### config.mk
export PLATFORM = sky130hd
export DESIGN_NAME = fetch_queue
export DESIGN_NICKNAME = d
export VERILOG_FILES = /design/src/rtl/fetch_queue.sv
export SDC_FILE = /design/constraint.sdc
export NUM_CORES = 1
export LEC_CHECK = 0
export ABC_AREA = 1
export CAP_MARGIN = 15
export CORE_MARGIN = 2
export CORE_UTILIZATION = 54
export DETAILED_ROUTE_END_ITERATION = 12
export GPL_ROUTABILITY_DRIVEN = 0
export GPL_TIMING_DRIVEN = 0
export PLACE_DENSITY_LB_ADDON = 0.3
export SYNTH_ARGS = -nofsm -noshare
export SYNTH_HDL_FRONTEND = slang
export SYNTH_SLANG_ARGS = --single-unit
export TNS_END_PERCENT = 30
### constraint.sdc
create_clock -name clk -period 4.1 [get_ports clk]
set_clock_uncertainty 0.05 [all_clocks]
set_input_delay 0.82 -clock clk [delete_from_list [all_inputs] [get_ports clk]]
set_output_delay 0.82 -clock clk [all_outputs]
set_load 0.005 [all_outputs]
### src/rtl/fetch_queue.sv
// Instruction fetch queue: circular buffer of {pc, instr} entries fed by a
// sequential fetch PC, flushed by redirect. `FETCHQ_BYPASS_EN adds an empty-queue bypass.
module fetch_queue #(
  parameter int          DEPTH    = 4,
  parameter int          PC_W     = 8,
  parameter int unsigned RESET_PC = 0
) (
  input  logic                       clk,
  input  logic                       rst,
  output logic                       mem_req,
  output logic [PC_W-1:0]            mem_addr,
  input  logic [31:0]                mem_rdata,
  input  logic                       redirect,
  input  logic [PC_W-1:0]            redirect_pc,
  output logic                       out_valid,
  input  logic                       out_ready,
  output logic [31:0]                out_instr,
  output logic [PC_W-1:0]            out_pc,
  output logic [$clog2(DEPTH+1)-1:0] count
);

  localparam int AW = (DEPTH > 1) ? $clog2(DEPTH) : 1;
  localparam int CW = $clog2(DEPTH + 1);

  // Handshake: a head entry moves to decode when out_valid && out_ready at posedge;
  // out_valid never depends on out_ready, and a word is fetched whenever mem_req=1.

  logic [PC_W-1:0] pc_mem    [DEPTH];
  logic [31:0]     instr_mem [DEPTH];
  logic [AW-1:0]   wr_ptr, rd_ptr;
  logic [CW-1:0]   cnt;
  logic [PC_W-1:0] fpc;
  logic            empty, full;
  logic            pop, push_st, pop_st;

  assign empty    = (cnt == '0);
  assign full     = (cnt == CW'(DEPTH));
  assign count    = cnt;
  assign mem_addr = fpc;

  // A non-empty queue pops exactly when out_ready is high, so the pop term is
  // expressed directly from out_ready to keep mem_req free of a loop through out_valid.
  assign mem_req = ~rst & ~redirect & (~full | (out_ready & ~empty));

`ifdef FETCHQ_BYPASS_EN
  logic bypass;
  assign bypass = empty & mem_req;
`endif

  always_comb begin
    out_valid = ~rst & ~empty;
    out_instr = instr_mem[rd_ptr];
    out_pc    = pc_mem[rd_ptr];
`ifdef FETCHQ_BYPASS_EN
    if (bypass) begin
      out_valid = 1'b1;
      out_instr = mem_rdata;
      out_pc    = fpc;
    end
`endif
    if (!out_valid) begin
      out_instr = '0;
      out_pc    = '0;
    end
  end

  assign pop = out_valid & out_ready;

`ifdef FETCHQ_BYPASS_EN
  // A bypassed word taken by decode never enters storage.
  assign push_st = mem_req & ~(bypass & out_ready);
  assign pop_st  = pop & ~bypass;
`else
  assign push_st = mem_req;
  assign pop_st  = pop;
`endif

  always_ff @(posedge clk) begin
    if (rst) begin
      cnt    <= '0;
      wr_ptr <= '0;
      rd_ptr <= '0;
      fpc    <= PC_W'(RESET_PC);
    end else if (redirect) begin
      cnt    <= '0;
      wr_ptr <= '0;
      rd_ptr <= '0;
      fpc    <= redirect_pc & ~PC_W'(3);
    end else begin
      if (mem_req) fpc    <= fpc + PC_W'(4);
      if (push_st) wr_ptr <= wr_ptr + AW'(1);
      if (pop_st)  rd_ptr <= rd_ptr + AW'(1);
      case ({push_st, pop_st})
        2'b10:   cnt <= cnt + CW'(1);
        2'b01:   cnt <= cnt - CW'(1);
        default: cnt <= cnt;
      endcase
    end
  end

  // Entry storage carries no reset.
  always_ff @(posedge clk) begin
    if (push_st) begin
      pc_mem[wr_ptr]    <= fpc;
      instr_mem[wr_ptr] <= mem_rdata;
    end
  end

endmodule

# Yosys cells after proc, flatten, opt, wreduce, memory -nomap -nowiden
# Memories as Yosys holds them, arrays and structs flattened. A register that Yosys moved wholly into a read port is not among the register bits.
# Index checks and enable logic that the tools add are counted.
# word_totals
reg_bits	15
ram_bits	160
input_bits	44
out_inout_bits	53
memories	2
# op_classes
n_addsub	5
n_eq_ne	3
n_mux	11
bitwise	10
reduce_logical	4
# memory_table
name	depth	width	read_ports	rd_ports_with_merged_regs	wr	line_no	text
instr_mem	4	32	1	1	1	29	logic [31:0] instr_mem [DEPTH];
pc_mem	4	8	1	1	1	28	logic [PC_W-1:0] pc_mem [DEPTH];
# op_table
op	count
$mux W32	1
$mux W8	3
$add A8 B3 Y8 const B	1
$mux W2	4
$pmux W3 S2	1
$and A1 B1 Y1	5
$add A2 B1 Y2 const B	2
$not A1 Y1	4
$reduce_bool A2 Y1	2
$add A3 B1 Y3 const B	1
$eq A3 B3 Y1 const B	1
$logic_not A3 Y1	1
$sub A3 B1 Y3 const B	1
$eq A2 B1 Y1 const B	1
$eq A2 B2 Y1 const B	1
$mux W1	2
$reduce_or A2 Y1	1
$or A1 B1 Y1	1

# Logic depth before layout (Yosys ltp)
# Gate-level depths: netlist of run 1.
# logic_depth
word_depth	7
ltp_mapped	12
mapped_depth_nobuf	11

# Worst setup path before layout of run 1
# No wires, ideal clock.
# synth_timing
path_kind	input port to flip-flop
startpoint	input port redirect
endpoint	memory instr_mem[0][0], enable pin
setup_time_ps	433
t_arrival_ps	2923
required_time_ps	3617
setup_slack_ps	694
path_stages	5
path_cell_list	buf_6 nor2_8 nand2_2 buf_4 nor2_1
# synth_between
elab_chain_cells	5
# synth_lines
item	line_no	text
from (decl)	13	input logic redirect,
$not A1 Y1	43	assign mem_req = ~rst & ~redirect & (~full | (out_ready & ~empty));
$and A1 B1 Y1 (2 in a row)	43	
$mux W1	103	if (push_st) begin
$mux W1 (not written as such)	105	instr_mem[wr_ptr] <= mem_rdata;
to (decl)	29	
# No other way between the ends.

# Final worst setup path of run 1
# layout_timing
startpoint	input port rst
endpoint	output port out_instr[28]
# layout_between
elab_chain_cells	3
# layout_lines
item	line_no	text
from (decl)	9	input logic rst,
$not A1 Y1	51	out_valid = ~rst & ~empty;
$and A1 B1 Y1	51	
$mux W32	61	if (!out_valid) begin
to (decl)	17	output logic [31:0] out_instr,
# No other way between the ends.

==> impl_metrics.yaml, run 1 <==
global_route:
  grt_pass1_wl_um: 22800
  grt.overflow.total: 0
  grt_pass1_vias: 4742
  track_usage_pct: 22.9
  antenna_found_initial: 0
  grt_max_degree: 22
critical_path:
  critPathKind: "primary input to output pin"
  r2r_end: "count[2]$_SDFFE_PN0P_"
  ff2ff_path_depth: 12
  worstPathArrival_ns: 2.69
  regToRegStartpoint: "count[2]$_SDFFE_PN0P_"
  start_kind: "primary input"
  r2r_slack_ns: 1.90
  end_kind: "output pin"
  path_max_fanout: 10
  crit_required_ns: 3.23
final_layout:
  ff_latch_area_um2: 4860
  mostFrequentLayoutCell: "nor2_1"
  nNetsFinal: 741
  nFillCells: 828
  postLayoutCoreUtil_pct: 71.0
  multi_input_area_um2: 1680
  diodes: 0
  stdcell_area_um2: 8630
  layout_common_cells: "nor2_1 (160), edfxtp_1 (152), clkdlybuf4s50_1 (89)"
  layout-drive-gt1-share_pct: 11.7
  syn_to_final_growth_pct: 27.1
floorplan:
  pin_count: 97
  core.rowCount: 40
  die_h_um: 116
  core_area_um2: 12200
  die-area_um2: 13500
  start_util_pct: 55.9
  die_w_um: 116
detailed_routing:
  met2WireLength_um: 7470
  dr.pass1.iters: 5
  wl_met3_um: 1060
  drt_iter0_markers: 483
  drc: 0
  wire_per_inst_um: 16.9
  top_layer_used: "met4"
  via_per_inst: 5.39
  vias: 4698
  ant_nets: 0
  totalWireLength_um: 14700
  wl_met1_um: 5950
synthesis:
  ys_types: 28
  synth_area_leader_cell: "edfxtp_1"
  ys_seq_elements: 167
  yosys_warnings: 0
  synthesis.area_um2: 6790
  syn_inst: 575
  synth_top_area_share_pct: 67.2
  seq_area_frac_synth_pct: 71.6
  synth_area_per_cell_um2: 11.8
  ys_top_cells_by_area: "edfxtp_1 (67%), nor2_1 (9.1%), dfxtp_1 (4.4%)"
placement:
  dp_hpwl_um: 8910
  io_buffers: 89
  place_area_um2: 8050
pwr:
  p_leak_nw: 3.02
  ir_drop_mv: 0.339
  design_power_total_mw: 3.65
  cellPowerDensity_nw_per_um2: 422
sta:
  final-setup-viol-count: 0
  relSlewSlack_pct: 50.4
  timing.fmax_mhz: 281
  rsz0062_at_grt: "no"
  hold_ws_ns: 0.454
  finalHoldViolCount: 0
  worstMarginPinSlew_ns: 0.742
  final.min_clock_period_ns: 3.56
  finalMaxSlewViolations: 0
  fin_tns_setup_ns: 0
  finalCritPeriodShare_pct: 86.8
clock_network:
  clock_path_buffers: 2
  cts_setup_buffers: 0
  cts_tree: "built"
  path_clk_slew_ns: 0.06
  h-tree-depth: 4
  cts_hold_buffers: 0
  ctsResizeCount: 0
  insertion_delay_ns: 0.42
  clockRootBuffer: "clkbuf_16"
  cts_inserted_buffers: 17
  clkSinkCount: 167
hold_path:
  hold_path_end: "count[2]$_SDFFE_PN0P_"
  min_path_type: "flop to flop"
  whs_path_depth: 2
  min_from: "count[2]$_SDFFE_PN0P_"
job:
  cap_violations: 0
status:
  outcome: "finished clean"
state kept, by name, indices dropped and copies added (netlist names), named ones only:
name,cells
mem_addr,6
wr_ptr,2
pc_mem,24
instr_mem,128
count,3
rd_ptr,2
power breakdown:
part | total, mW | switching [mW] | leakage [nW] | internal (mW)
Combinational | 0.173 | 0.0869 | 1.23 | 0.0860
Sequential | 1.90 | 0.0171 | 1.51 | 1.89
Clock | 1.57 | 0.616 | 0.285 | 0.953
Yosys cell counts:
master,n
a21boi_1,1
o21ai_1,45
o21ai_0,38
nor2_8,1
edfxtp_1,152
nand2_2,2
o21bai_1,1
buf_2,18
nor3_2,2
buf_6,2
nor2_2,3
a21oi_1,48
buf_4,10
buf_1,1
inv_1,16
nand4_1,2
dfxtp_1,15
xor2_1,2
inv_2,6
nor3_1,2
nand2_1,23
clkbuf_1,4
conb_1,1
a21oi_4,1
fa_1,1
nand3_1,8
nor2_1,164
ha_1,6
worst max-delay path by stage:
stage,from,endpoint,slack [ns],depth (start not counted)
6_report,rst,out_instr[28],0.54,6
5_1_grt,rst,out_instr[28],0.44,6
4_1_cts,rst,out_instr[28],0.53,6
3_5_place_dp,rst,out_instr[28],0.57,6
3_3_place_gp,rst,instr_mem[3][15]$_DFFE_PP_,-1.09,5
2_1_floorplan,redirect,instr_mem[0][0]$_DFFE_PP_,0.69,5
layout make-up:
type / instances / area share (%)
sequential: 167 / 56.3
multi-input combinational: 354 / 19.5
timing repair buffer: 93 / 11.6
clock buffer: 19 / 5.01
tap: 168 / 2.43
buffer: 35 / 2.39
clock inverter: 13 / 1.80
inverter: 22 / 0.957
through the flow:
step	cells	setup WS, ns
2_1_floorplan	578	0.694
3_3_place_gp	835	-1.09
3_5_place_dp	839	0.573
4_1_cts	871	0.530
5_1_grt	871	0.436
6_report	871	0.543
kinds of logic (layout without fill, tap and decap cells):
family,count (synthesis),after routing,synth area share (%)
other cells,1,4,0.0552
simple gates,207,207,12.3
xor+xnor,2,2,0.258
flops,167,167,71.6
fa+ha+maj,7,7,1.40
compound gates,134,134,10.1
buf+inv,57,182,4.25
critical path, cell delays in order:
cell and delay (ns):
clkdlybuf4s50_1 0.56, inv_2 0.16, nand2_2 0.14, buf_2 0.24
a21oi_1 0.22, clkdlybuf4s50_1 0.55
routing by layer:
layer	track usage, %	vias up
met5	0	-
met4	9.52	0
met3	4.93	22
met2	39.1	219
li1	-	2222
met1	28.7	2235
Note: power is estimated with default switching activity, not from simulation.
==> run 2: changes to the inputs <==
--- a/config.mk
+++ b/config.mk
@@ -8,7 +8,7 @@
 export ABC_AREA = 1
 export CAP_MARGIN = 15
 export CORE_MARGIN = 2
-export CORE_UTILIZATION = 54
+export CORE_UTILIZATION = 58
 export DETAILED_ROUTE_END_ITERATION = 12
 export GPL_ROUTABILITY_DRIVEN = 0
 export GPL_TIMING_DRIVEN = 0
==> constraint.sdc (replaced) <==
create_clock -name clk -period 4.58 [get_ports clk]
set_clock_uncertainty 0.05 [all_clocks]
set_input_delay 0.916 -clock clk [delete_from_list [all_inputs] [get_ports clk]]
set_output_delay 0.916 -clock clk [all_outputs]
set_load 0.005 [all_outputs]
==> run 2 against run 1 <==
  * Core utilization rose by 4.1 points
  * Register-to-register slack improved by 0.43 ns
  * Total power fell by 11%
  * Cell count fell by 2.9%
  * Non-clock buffer count did not move
  * Cell area fell by 0.67%
  * Sequential cell count did not move
  * Critical path depth did not move
  * Die area fell by 6.7%
==> impl_metrics.yaml, run 2 (synthesized netlist as in run 1, its figures left out) <==
status:
  outcome: "finished clean"
placement:
  dp_hpwl_um: 8930
  io_buffers: 89
  place_area_um2: 8000
critical_path:
  crit_path_max_incr_delay_ns: 0.57
  end_kind: "output pin"
  critPathKind: "primary input to output pin"
  crit_buf_inv: 4
  r2r_end: "count[2]$_SDFFE_PN0P_"
  crit_required_ns: 3.61
  crit_start: "rst"
  regToRegStartpoint: "count[0]$_SDFFE_PN0P_"
  r2r_slack_ns: 2.33
  ff2ff_path_depth: 11
  worstPathArrival_ns: 2.78
  path_max_fanout: 10
  critPathSlowestCell: "clkdlybuf4s50_1"
  cpMostUsedCell: "clkdlybuf4s50_1"
  cp_cell_sequence: "clkdlybuf4s50_1 -> inv_2 -> nand2_2 -> buf_2 -> a21oi_1 -> clkdlybuf4s50_1"
  path_delay_family: "buffers and inverters"
  start_kind: "primary input"
floorplan:
  start_util_pct: 59.5
  die-area_um2: 12600
  core_area_um2: 11400
  pin_count: 97
  die_h_um: 112
  core.rowCount: 39
  die_w_um: 112
hold_path:
  whs_path_depth: 1
  min_path_type: "flop to flop"
  min_from: "rd_ptr[0]$_SDFFE_PN0P_"
  hold_path_end: "rd_ptr[0]$_SDFFE_PN0P_"
final_layout:
  syn_to_final_growth_pct: 26.2
  nFillCells: 716
  ff_latch_area_um2: 4860
  postLayoutCoreUtil_pct: 75.1
  stdcell_area_um2: 8580
  multi_input_area_um2: 1680
  layout-drive-gt1-share_pct: 11.7
  top_register: "instr_mem"
  layout_common_cells: "nor2_1 (160), edfxtp_1 (152), clkdlybuf4s50_1 (89)"
  nNetsFinal: 741
  mostFrequentLayoutCell: "nor2_1"
  largest_reg_flops: 128
  diodes: 0
pwr:
  cellPowerDensity_nw_per_um2: 378
  p_leak_nw: 3.01
  design_power_total_mw: 3.24
  ir_drop_mv: 0.252
clock_network:
  cts_tree: "built"
  cts_hold_buffers: 0
  clkSinkCount: 167
  cts_inserted_buffers: 17
  path_clk_slew_ns: 0.06
  insertion_delay_ns: 0.42
  clock_path_buffers: 2
  cts_setup_buffers: 0
  clockRootBuffer: "clkbuf_16"
  h-tree-depth: 4
  ctsResizeCount: 0
sta:
  rsz0062_at_grt: "no"
  final-setup-viol-count: 0
  final.min_clock_period_ns: 3.75
  finalHoldViolCount: 0
  worstMarginPinSlew_ns: 0.711
  fin_tns_setup_ns: 0
  relSlewSlack_pct: 52.5
  hold_ws_ns: 0.452
  finalMaxSlewViolations: 0
  timing.fmax_mhz: 267
  finalCritPeriodShare_pct: 81.8
detailed_routing:
  vias: 4735
  totalWireLength_um: 14800
  ant_nets: 0
  dr.pass1.iters: 6
  drt_iter0_markers: 428
  wire_per_inst_um: 17.5
  drc: 0
  via_per_inst: 5.60
global_route:
  grt.overflow.total: 0
  track_usage_pct: 24.2
  grt_pass1_wl_um: 23400
  antenna_found_initial: 0
  grt_pass1_vias: 4786
  grt_max_degree: 23
job:
  cap_violations: 0
==> run 2: cell count changes in the layout (fill, tap and decap cells not counted) <==
cell and delta:
buf_12 +2, buf_16 -2, bufinv_16 -1, clkinv_2 -3, clkinvlp_4 +1, inv_6 +3
==> run 2: metal layers <==
metal / wire (µm) / track usage, %
met5: 0 / 0
met4: 312 / 11.7
met3: 1030 / 4.81
met2: 7540 / 40.8
met1: 5950 / 30.4
==> run 2: worst max-delay path by stage <==
stage | to | depth (start not counted)
after global placement | instr_mem[1][17]$_DFFE_PP_ | 5
final | out_instr[6] | 6
after floorplan | instr_mem[0][0]$_DFFE_PP_ | 5
after global routing | out_instr[21] | 6
after CTS | out_instr[21] | 6
after detailed placement | out_instr[21] | 6
==> run 2: worst reg2reg max path, delay by kind of cell (launching register included) <==
family,cells,cell delay [ns]
fa+ha+maj,2,0.57
compound gates,4,0.47
buf+inv,2,0.30
simple gates,3,0.40
flops,1,0.34
==> run 2: cell type report <==
class | instances | share of cell area (%)
Clock buffer | 19 | 5.05
Inverter | 22 | 0.963
Multi-Input combinational cell | 354 | 19.6
Clock inverter | 13 | 1.68
Buffer | 35 | 2.41
Sequential cell | 167 | 56.7
Tap cell | 143 | 2.09
Timing Repair Buffer | 93 | 11.5
==> run 2: power by group <==
part           switching, mW  internal, mW  total (mW)
combinational         0.0774        0.0769       0.154
clock                  0.577         0.808        1.38
sequential            0.0155          1.69        1.70
total                  0.669          2.57        3.24
==> run 2: per-stage QoR <==
stage	instances	worst slack (ns)
detailed placement	814	0.871
global placement	810	-0.613
global route	846	0.763
finish	846	0.834
CTS	846	0.868
floorplan	578	1.08
